--- config.mk ---
export PLATFORM = sky130hd
export DESIGN_NAME = serial_add_ctrl
export DESIGN_NICKNAME = d
export VERILOG_FILES = /design/src/rtl/serial_add_ctrl_pkg.sv /design/src/rtl/serial_add_ctrl_bit_counter.sv /design/src/rtl/serial_add_ctrl.sv
export SDC_FILE = /design/constraint.sdc
export NUM_CORES = 1
export LEC_CHECK = 0
export CORE_AREA = 2 2 39 41
export DETAILED_ROUTE_END_ITERATION = 8
export DIE_AREA = 0 0 41 43
export SLEW_MARGIN = 20
export SYNTH_ARGS = -nofsm -noshare
export SYNTH_HDL_FRONTEND = slang
export SYNTH_SLANG_ARGS = --single-unit
--- constraint.sdc ---
create_clock -name CLK -period 1.8 [get_ports CLK]
set_input_delay 0.36 -clock CLK [delete_from_list [all_inputs] [get_ports CLK]]
set_output_delay 0.36 -clock CLK [all_outputs]
set_load 0.05 [all_outputs]
--- src/rtl/serial_add_ctrl_pkg.sv ---
// Shared definitions for the serial-add controller.
//   DEFAULT_WIDTH    : default number of bits shifted per operation
//   state_t          : FSM state encoding (ST_IDLE, ST_LOAD, ST_SHIFT, ST_DONE)
//   ctrl_out_t       : bundle of the Moore control outputs
//   decode_outputs() : maps a state to its control outputs
package serial_add_ctrl_pkg;

    localparam int DEFAULT_WIDTH = 8;

    typedef enum logic [1:0] {
        ST_IDLE  = 2'd0,
        ST_LOAD  = 2'd1,
        ST_SHIFT = 2'd2,
        ST_DONE  = 2'd3
    } state_t;

    typedef struct packed {
        logic le;
        logic she;
        logic cc;
        logic poute;
        logic busy;
        logic done;
    } ctrl_out_t;

    function automatic ctrl_out_t decode_outputs(input state_t s);
        ctrl_out_t o;
        o = '0;
        case (s)
            ST_LOAD: begin
                o.le   = 1'b1;
                o.cc   = 1'b1;
                o.busy = 1'b1;
            end
            ST_SHIFT: begin
                o.she  = 1'b1;
                o.busy = 1'b1;
            end
            ST_DONE: begin
                o.poute = 1'b1;
                o.done  = 1'b1;
            end
            default: o = '0;
        endcase
        return o;
    endfunction

endpackage

--- src/rtl/serial_add_ctrl_bit_counter.sv ---
// Bit counter for the serial-add controller.
//   clk    : system clock
//   rst_n  : synchronous active-low reset
//   clear  : force count to 0 (priority over enable)
//   enable : advance the count by one
//   count  : current bit index
//   tc     : terminal count, high when count == WIDTH-1
module bit_counter #(
    parameter int WIDTH = 8,
    localparam int CNT_W = (WIDTH > 1) ? $clog2(WIDTH) : 1
) (
    input  logic             clk,
    input  logic             rst_n,
    input  logic             clear,
    input  logic             enable,
    output logic [CNT_W-1:0] count,
    output logic             tc
);

    localparam logic [CNT_W-1:0] LAST = CNT_W'(WIDTH - 1);

    logic [CNT_W-1:0] count_reg;

    always_ff @(posedge clk) begin
        if (!rst_n) begin
            count_reg <= '0;
        end else if (clear) begin
            count_reg <= '0;
        end else if (enable) begin
            count_reg <= count_reg + CNT_W'(1);
        end
    end

    assign count = count_reg;
    assign tc    = (count_reg == LAST);

endmodule

--- src/rtl/serial_add_ctrl.sv ---
// Control FSM for a bit-serial adder (accumulator + addend shift registers).
//   CLK   : system clock, RST_N : synchronous active-low reset
//   START : request an operation (IDLE/DONE only), ACK : result taken (DONE only)
//   ABORT : cancel, highest priority after reset
//   LE, SHE, CC, PoutE : load / shift / carry-clear / parallel-out enables
//   BUSY  : LOAD or SHIFT, DONE : result valid until ACK
//   CNT   : bit index of the current shift, 0 outside SHIFT
module serial_add_ctrl
    import serial_add_ctrl_pkg::*;
#(
    parameter int WIDTH = DEFAULT_WIDTH,
    localparam int CNT_W = (WIDTH > 1) ? $clog2(WIDTH) : 1
) (
    input  logic             CLK,
    input  logic             RST_N,
    input  logic             START,
    input  logic             ACK,
    input  logic             ABORT,
    output logic             LE,
    output logic             SHE,
    output logic             CC,
    output logic             PoutE,
    output logic             BUSY,
    output logic             DONE,
    output logic [CNT_W-1:0] CNT
);

    state_t     state_reg;
    state_t     state_next;
    ctrl_out_t  out_reg;
    logic       cnt_clear;
    logic       cnt_enable;
    logic       cnt_tc;

    always_comb begin
        state_next = state_reg;
        if (ABORT) begin
            state_next = ST_IDLE;
        end else begin
            case (state_reg)
                ST_IDLE:  if (START) state_next = ST_LOAD;
                ST_LOAD:  state_next = ST_SHIFT;
                ST_SHIFT: if (cnt_tc) state_next = ST_DONE;
                ST_DONE:  if (ACK) state_next = START ? ST_LOAD : ST_IDLE;
                default:  state_next = ST_IDLE;
            endcase
        end
    end

    // Outputs are registered from the next state so they line up with
    // state_reg while still being a pure function of it.
    always_ff @(posedge CLK) begin
        if (!RST_N) begin
            state_reg <= ST_IDLE;
            out_reg   <= '0;
        end else begin
            state_reg <= state_next;
            out_reg   <= decode_outputs(state_next);
        end
    end

    // The counter only runs while staying in SHIFT; any exit (terminal
    // count or abort) and every non-SHIFT cycle drops it back to 0.
    assign cnt_enable = (state_reg == ST_SHIFT);
    assign cnt_clear  = (state_reg != ST_SHIFT) || (state_next != ST_SHIFT);

    bit_counter #(
        .WIDTH (WIDTH)
    ) u_bit_counter (
        .clk    (CLK),
        .rst_n  (RST_N),
        .clear  (cnt_clear),
        .enable (cnt_enable),
        .count  (CNT),
        .tc     (cnt_tc)
    );

    assign LE    = out_reg.le;
    assign SHE   = out_reg.she;
    assign CC    = out_reg.cc;
    assign PoutE = out_reg.poute;
    assign BUSY  = out_reg.busy;
    assign DONE  = out_reg.done;

endmodule

After elaboration in Yosys (flattened, before gate mapping)
Cells that the tools add are included.
W data, S select, Z words.
{"block": "word_totals", "reg_bits": 9, "latch_bits": 0, "mem_bits_rw": 0, "rom_bits": 0, "inputBits": 5, "output_inout_bits": 9, "elab_cells": 31, "mem_count": 0}
{"block": "op_classes", "n_addsub": 1, "multipliers": 0, "div_mod_pow": 0, "n_lt_le_gt_ge": 0, "n_eq_ne": 9, "shift": 0, "n_mux": 10, "bitwise": 1, "reduce_logical": 4}
{"op": "$eq A2 B2 Y1 const B", "n": 4}
{"op": "$mux W2", "n": 4}
{"op": "$pmux W2 S4", "n": 1}
{"op": "$mux W1", "n": 5}
{"op": "$eq A2 B1 Y1 const B", "n": 2}
{"op": "$ne A2 B2 Y1 const B", "n": 2}
{"op": "$reduce_or A2 Y1", "n": 2}
{"op": "$add A3 B1 Y3 const B", "n": 1}
{"op": "$eq A3 B3 Y1 const B", "n": 1}
{"op": "$logic_not A2 Y1", "n": 1}
{"op": "$logic_or A1 B1 Y1", "n": 1}
{"op": "$not A1 Y1", "n": 1}

Logic depth before layout (Yosys ltp)
{"block": "depth", "word_depth": 7, "depth_mapped": 8, "mapped_depth_nobuf": 8}

By module
From an unflattened synthesis, not the netlist that was laid out.
{"block": "unflattened", "hier_cells": 43, "area_unflattened_um2": 419.2}
{"mod": "serial_add_ctrl", "instances": 1, "cells_each": 31, "area_per_inst_um2": 287.8, "seq_area_each_um2": 120.1}
{"mod": "bit_counter", "instances": 1, "cells_each": 12, "area_per_inst_um2": 131.4, "seq_area_each_um2": 60.1}

Least setup slack after synthesis
Ideal clock, no wire load.
{"block": "synth_path", "path_type": "register to register", "from": "register u_bit_counter.count_reg[0] (netlist: u_bit_counter.count[0])", "to": "register u_bit_counter.count_reg[1] (netlist: u_bit_counter.count[1])", "setup_time_ns": 0.115, "arrival_time_ns": 2.061, "t_required_ns": 1.685, "setup_slack_ns": -0.376, "stages_incl_launch_ff": 9, "path_buffers": 0, "synth_period_minus_slack_ns": 2.176, "path_cell_list": "dfxtp_1 -> ha_1 -> ha_1 -> o22ai_2 -> or3_1 -> ha_1 -> and2_1 -> and2b_2 -> and2_1"}
{"block": "synth_between", "elab_chain_cells": 7, "word_cells_on_any_way": 8, "classes_between": "add/sub (1); eq/ne (2); mux (3); reduce/logical (2)"}
{"item": "start, declared", "line": "serial_add_ctrl_bit_counter.sv:22", "rtl": "logic [CNT_W-1:0] count_reg;"}
{"item": "start signal, assigned", "line": "serial_add_ctrl_bit_counter.sv:30", "rtl": "count_reg <= count_reg + CNT_W'(1);"}
{"item": "$eq A3 B3 Y1", "line": "serial_add_ctrl_bit_counter.sv:35", "rtl": "assign tc = (count_reg == LAST);"}
{"item": "$mux W2", "line": "serial_add_ctrl.sv:43", "rtl": "ST_SHIFT: if (cnt_tc) state_next = ST_DONE;"}
{"item": "$pmux W2 S4", "line": "serial_add_ctrl.sv:40", "rtl": "case (state_reg)"}
{"item": "$mux W2", "line": "serial_add_ctrl.sv:37", "rtl": "if (ABORT) begin"}
{"item": "$ne A2 B2 Y1", "line": "serial_add_ctrl.sv:65", "rtl": "assign cnt_clear = (state_reg != ST_SHIFT) || (state_next != ST_SHIFT);"}
{"item": "$logic_or A1 B1 Y1", "line": "serial_add_ctrl.sv:65"}
{"item": "$reduce_or A2 Y1 (no source line)"}
Several ways; a longest one is shown, not always the timed one.
A chain may end at the register's enable or synchronous reset.

Final worst setup path
{"block": "layout_path", "from": "input ACK", "to": "register u_bit_counter.count_reg[0] (netlist: u_bit_counter.count[0])"}
{"block": "layout_between", "elab_chain_cells": 6}
{"item": "start, declared", "line": "serial_add_ctrl.sv:17", "rtl": "input logic ACK,"}
{"item": "$mux W2", "line": "serial_add_ctrl.sv:44", "rtl": "ST_DONE: if (ACK) state_next = START ? ST_LOAD : ST_IDLE;"}
{"item": "$pmux W2 S4", "line": "serial_add_ctrl.sv:40"}
{"item": "$mux W2", "line": "serial_add_ctrl.sv:37"}
{"item": "$ne A2 B2 Y1", "line": "serial_add_ctrl.sv:65"}
{"item": "$logic_or A1 B1 Y1", "line": "serial_add_ctrl.sv:65"}
{"item": "$reduce_or A2 Y1 (no source line)"}
Every way passes these cells.

==> metrics.md <==
| Metric | Value |
|---|---|
| CP Class | in2reg |
| Largest net degree at the start of global routing | 6 |
| Antenna Nets Post-Route | 0 |
| Commonest non-fill, non-tap cell in the layout | buf_4 |
| Total Power | a little over 0.4 mW |
| CTS tree | built |
| Vias in the first global route | 277 |
| Critical Path RT | a little under 2000 ps |
| CTS Sinks | 9 |
| Tot GR Track Use | roughly a tenth |
| R2r setup slk | 40 ps |
| Net Sw Frac | 24.3% |
| RD Place Congestion | slightly above 0.7 |
| Placed cells | slightly below 70 |
| Hold Vio Cnt, Final | 0 |
| CP Launch Type | input port |
| DPL Wire Length | ~550 um |
| VDD IR max | about 0.30 mV |
| Worst min path class | reg2reg |
| Post-route DRC | 0 |
| Clock slew seen by the registers of the worst setup and hold paths | approximately 60 ps |
| Reg power frac | 49.1% |
| Pre-Repair DR Iteration Count | 2 |
| Synth-to-Final Area Change | 59.7% |
| Fin. max-slew vios | 0 |
| Final period util | 98.6% |
| Initial antenna violation count | 0 |
| Post-Syn Nets | 48 |
| Number of buffers created by CTS | 3 |
| Post-synthesis register bit count | 9 |
| Skew final | about 1.3 ps |
| Warnings from Yosys | 0 |
| Mapped Area | about 390 sq um |
| Die height | between 40 and 50 um |
| Synth cell types | 17 |
| I/O Buffers | 13 |
| Clk buf depth | 2 |
| Internal power | 0.314 mW |
| Power share of the combinational group | roughly 15% |
| Io pins | 14 |
| Worst rel slew slack | between 60% and 70% |
| Pwr dens | approximately 670 nW/um^2 |
| Shortest period the worst path allows | ~1800 ps |
| Leak | about 0.27 nW |
| Slew @ Worst Pin | a little under 500 ps |
| Core area | about 1400 sq um |
| Die X | 41 um |
| Max Cap Violations | 0 |
| Sw power | a little over 0.1 mW |
| Antenna cells | 0 |
| Endpoints failing setup | 0 |
| Vias after detailed routing | 310 |
| Starting Density | about 28% |
| Register area share after synthesis | around 46% |
| Critical Path AT | 1920 ps |
| Most frequent cells in the layout | buf_4, dfxtp_1, clkdlybuf4s50_1 |
| Finished Layout Cells | between 70 and 80 |
| Clk pwr share | 36.3% |
| Layout cells sized above 1 | around 50% |
| FMAX | 0.563 GHz |
| Status | finished, final reports clean |
| Cell Rows | 14 |
| Fin nets | about 70 |
| CP max FO | 3 |
| Global-route wire length before repair | between 1000 and 1500 um |
| Number of flip-flops in the largest register | 3 |
| Routed len/inst | approximately 8.9 um |
| Final wirelength | 660 um |
| Post-Syn Instances | 38 |
| Synthesized area per cell | 10.2 sq um |
| Htree depth | 1 |
| Die Area | ~1800 sq um |
| Vias/cell | approximately 4.2 |
| RSZ-0062 raised after global routing | yes |
| Clk_lat worst skew | approximately 250 ps |
| Grt total ovfl | 0 |
| Initial DRC count | 1 |
| Cts-stage hold buffer count | 0 |
| Crit end category | register |
| Root buffer cell | clkbuf_4 |
| Setup TNS | 0 ps |
-- synth_stat cells --
cell type | number | area share (%)
dfxtp_1 | 9 | 46
a21oi_1 | 1 | 1.3
buf_4 | 2 | 3.9
inv_1 | 1 | 0.97
nor2b_1 | 2 | 3.2
or2_2 | 1 | 1.6
and2b_2 | 1 | 2.3
nand2_1 | 1 | 0.97
or3_1 | 1 | 1.6
and2_1 | 5 | 8.1
ha_1 | 5 | 16
nand3_1 | 1 | 1.3
nor2_1 | 2 | 1.9
nor3_1 | 2 | 2.6
o21ai_0 | 1 | 1.3
nand2b_1 | 2 | 3.2
o22ai_2 | 1 | 3.2
-- through the flow --
step	setup WS [ps]	cell area (sq um)	hold WS (ps)	utilization, %
floorplan	-56.9	427	482	-
global placement	-265	572	430	41.3
detailed placement	-275	572	443	41.3
global route	-14.6	619	460	44.8
CTS	7.69	597	452	43.1
finish	25.2	619	447	44.8
-- layout make-up --
class                           count  area, sq um
Multi-Input combinational cell     26          234
Fill cell                         139          764
Clock buffer                        4         26.3
Timing Repair Buffer               18          146
Sequential cell                     9          189
Inverter                            1         3.75
Tap cell                           16         20.0
-- repair_timing --
action / CTS / global route
pin swaps: 0 / 2
endpoints found under the setup margin: 2 / 3
cloned: 0 / 0
resized for setup: 1 / 4
buffers inserted: 0 / 1
-- per-layer routing --
metal	routed length (um)	part of all wire, %	GRT usage, %
met5	0	0	0
met4	10	1.5	8.00
met3	25	3.8	4.71
met2	366	55	13.8
met1	258	39	9.06
-- path summary, 6_finish.rpt --
kind,start,end,cells after the start
setup / recovery,ACK,u_bit_counter.count[0]$_SDFFE_PP0P_,8
hold / removal,u_bit_counter.count[0]$_SDFFE_PP0P_,u_bit_counter.count[0]$_SDFFE_PP0P_,1
setup reg to reg,u_bit_counter.count[0]$_SDFFE_PP0P_,u_bit_counter.count[0]$_SDFFE_PP0P_,8
hold reg to reg,u_bit_counter.count[0]$_SDFFE_PP0P_,u_bit_counter.count[0]$_SDFFE_PP0P_,1
-- cell families (layout without fill, tap and decap cells) --
| group | Yosys count | in the layout | share of synthesized area [%] |
|---|---|---|---|
| flip-flops | 9 | 9 | 46.5 |
| adder cells (fa/ha/maj) | 5 | 5 | 16.1 |
| AO/OA/AOI/OAI | 3 | 3 | 5.80 |
| AND/OR/NAND/NOR | 18 | 18 | 26.8 |
| buffers and inverters | 3 | 23 | 4.84 |
-- power groups by stage --
stage	registers, mW	logic, mW	clock network, mW
4_1_cts	0.204	0.0585	0.157
3_5_place_dp	0.208	0.0591	0
6_report	0.204	0.0607	0.151
5_1_grt	0.204	0.0660	0.167
2_1_floorplan	0.220	0.0208	0
3_3_place_gp	0.208	0.0593	0
-- worst max-delay path, cell delays in order --
cell             delay, ps
clkdlybuf4s50_1        430
nand2_2                 90
o22ai_4                 70
or3_1                  350
ha_2                   170
and2_4                 130
and2b_2                200
nor2b_1                130
(Power assumes the default switching activity.)
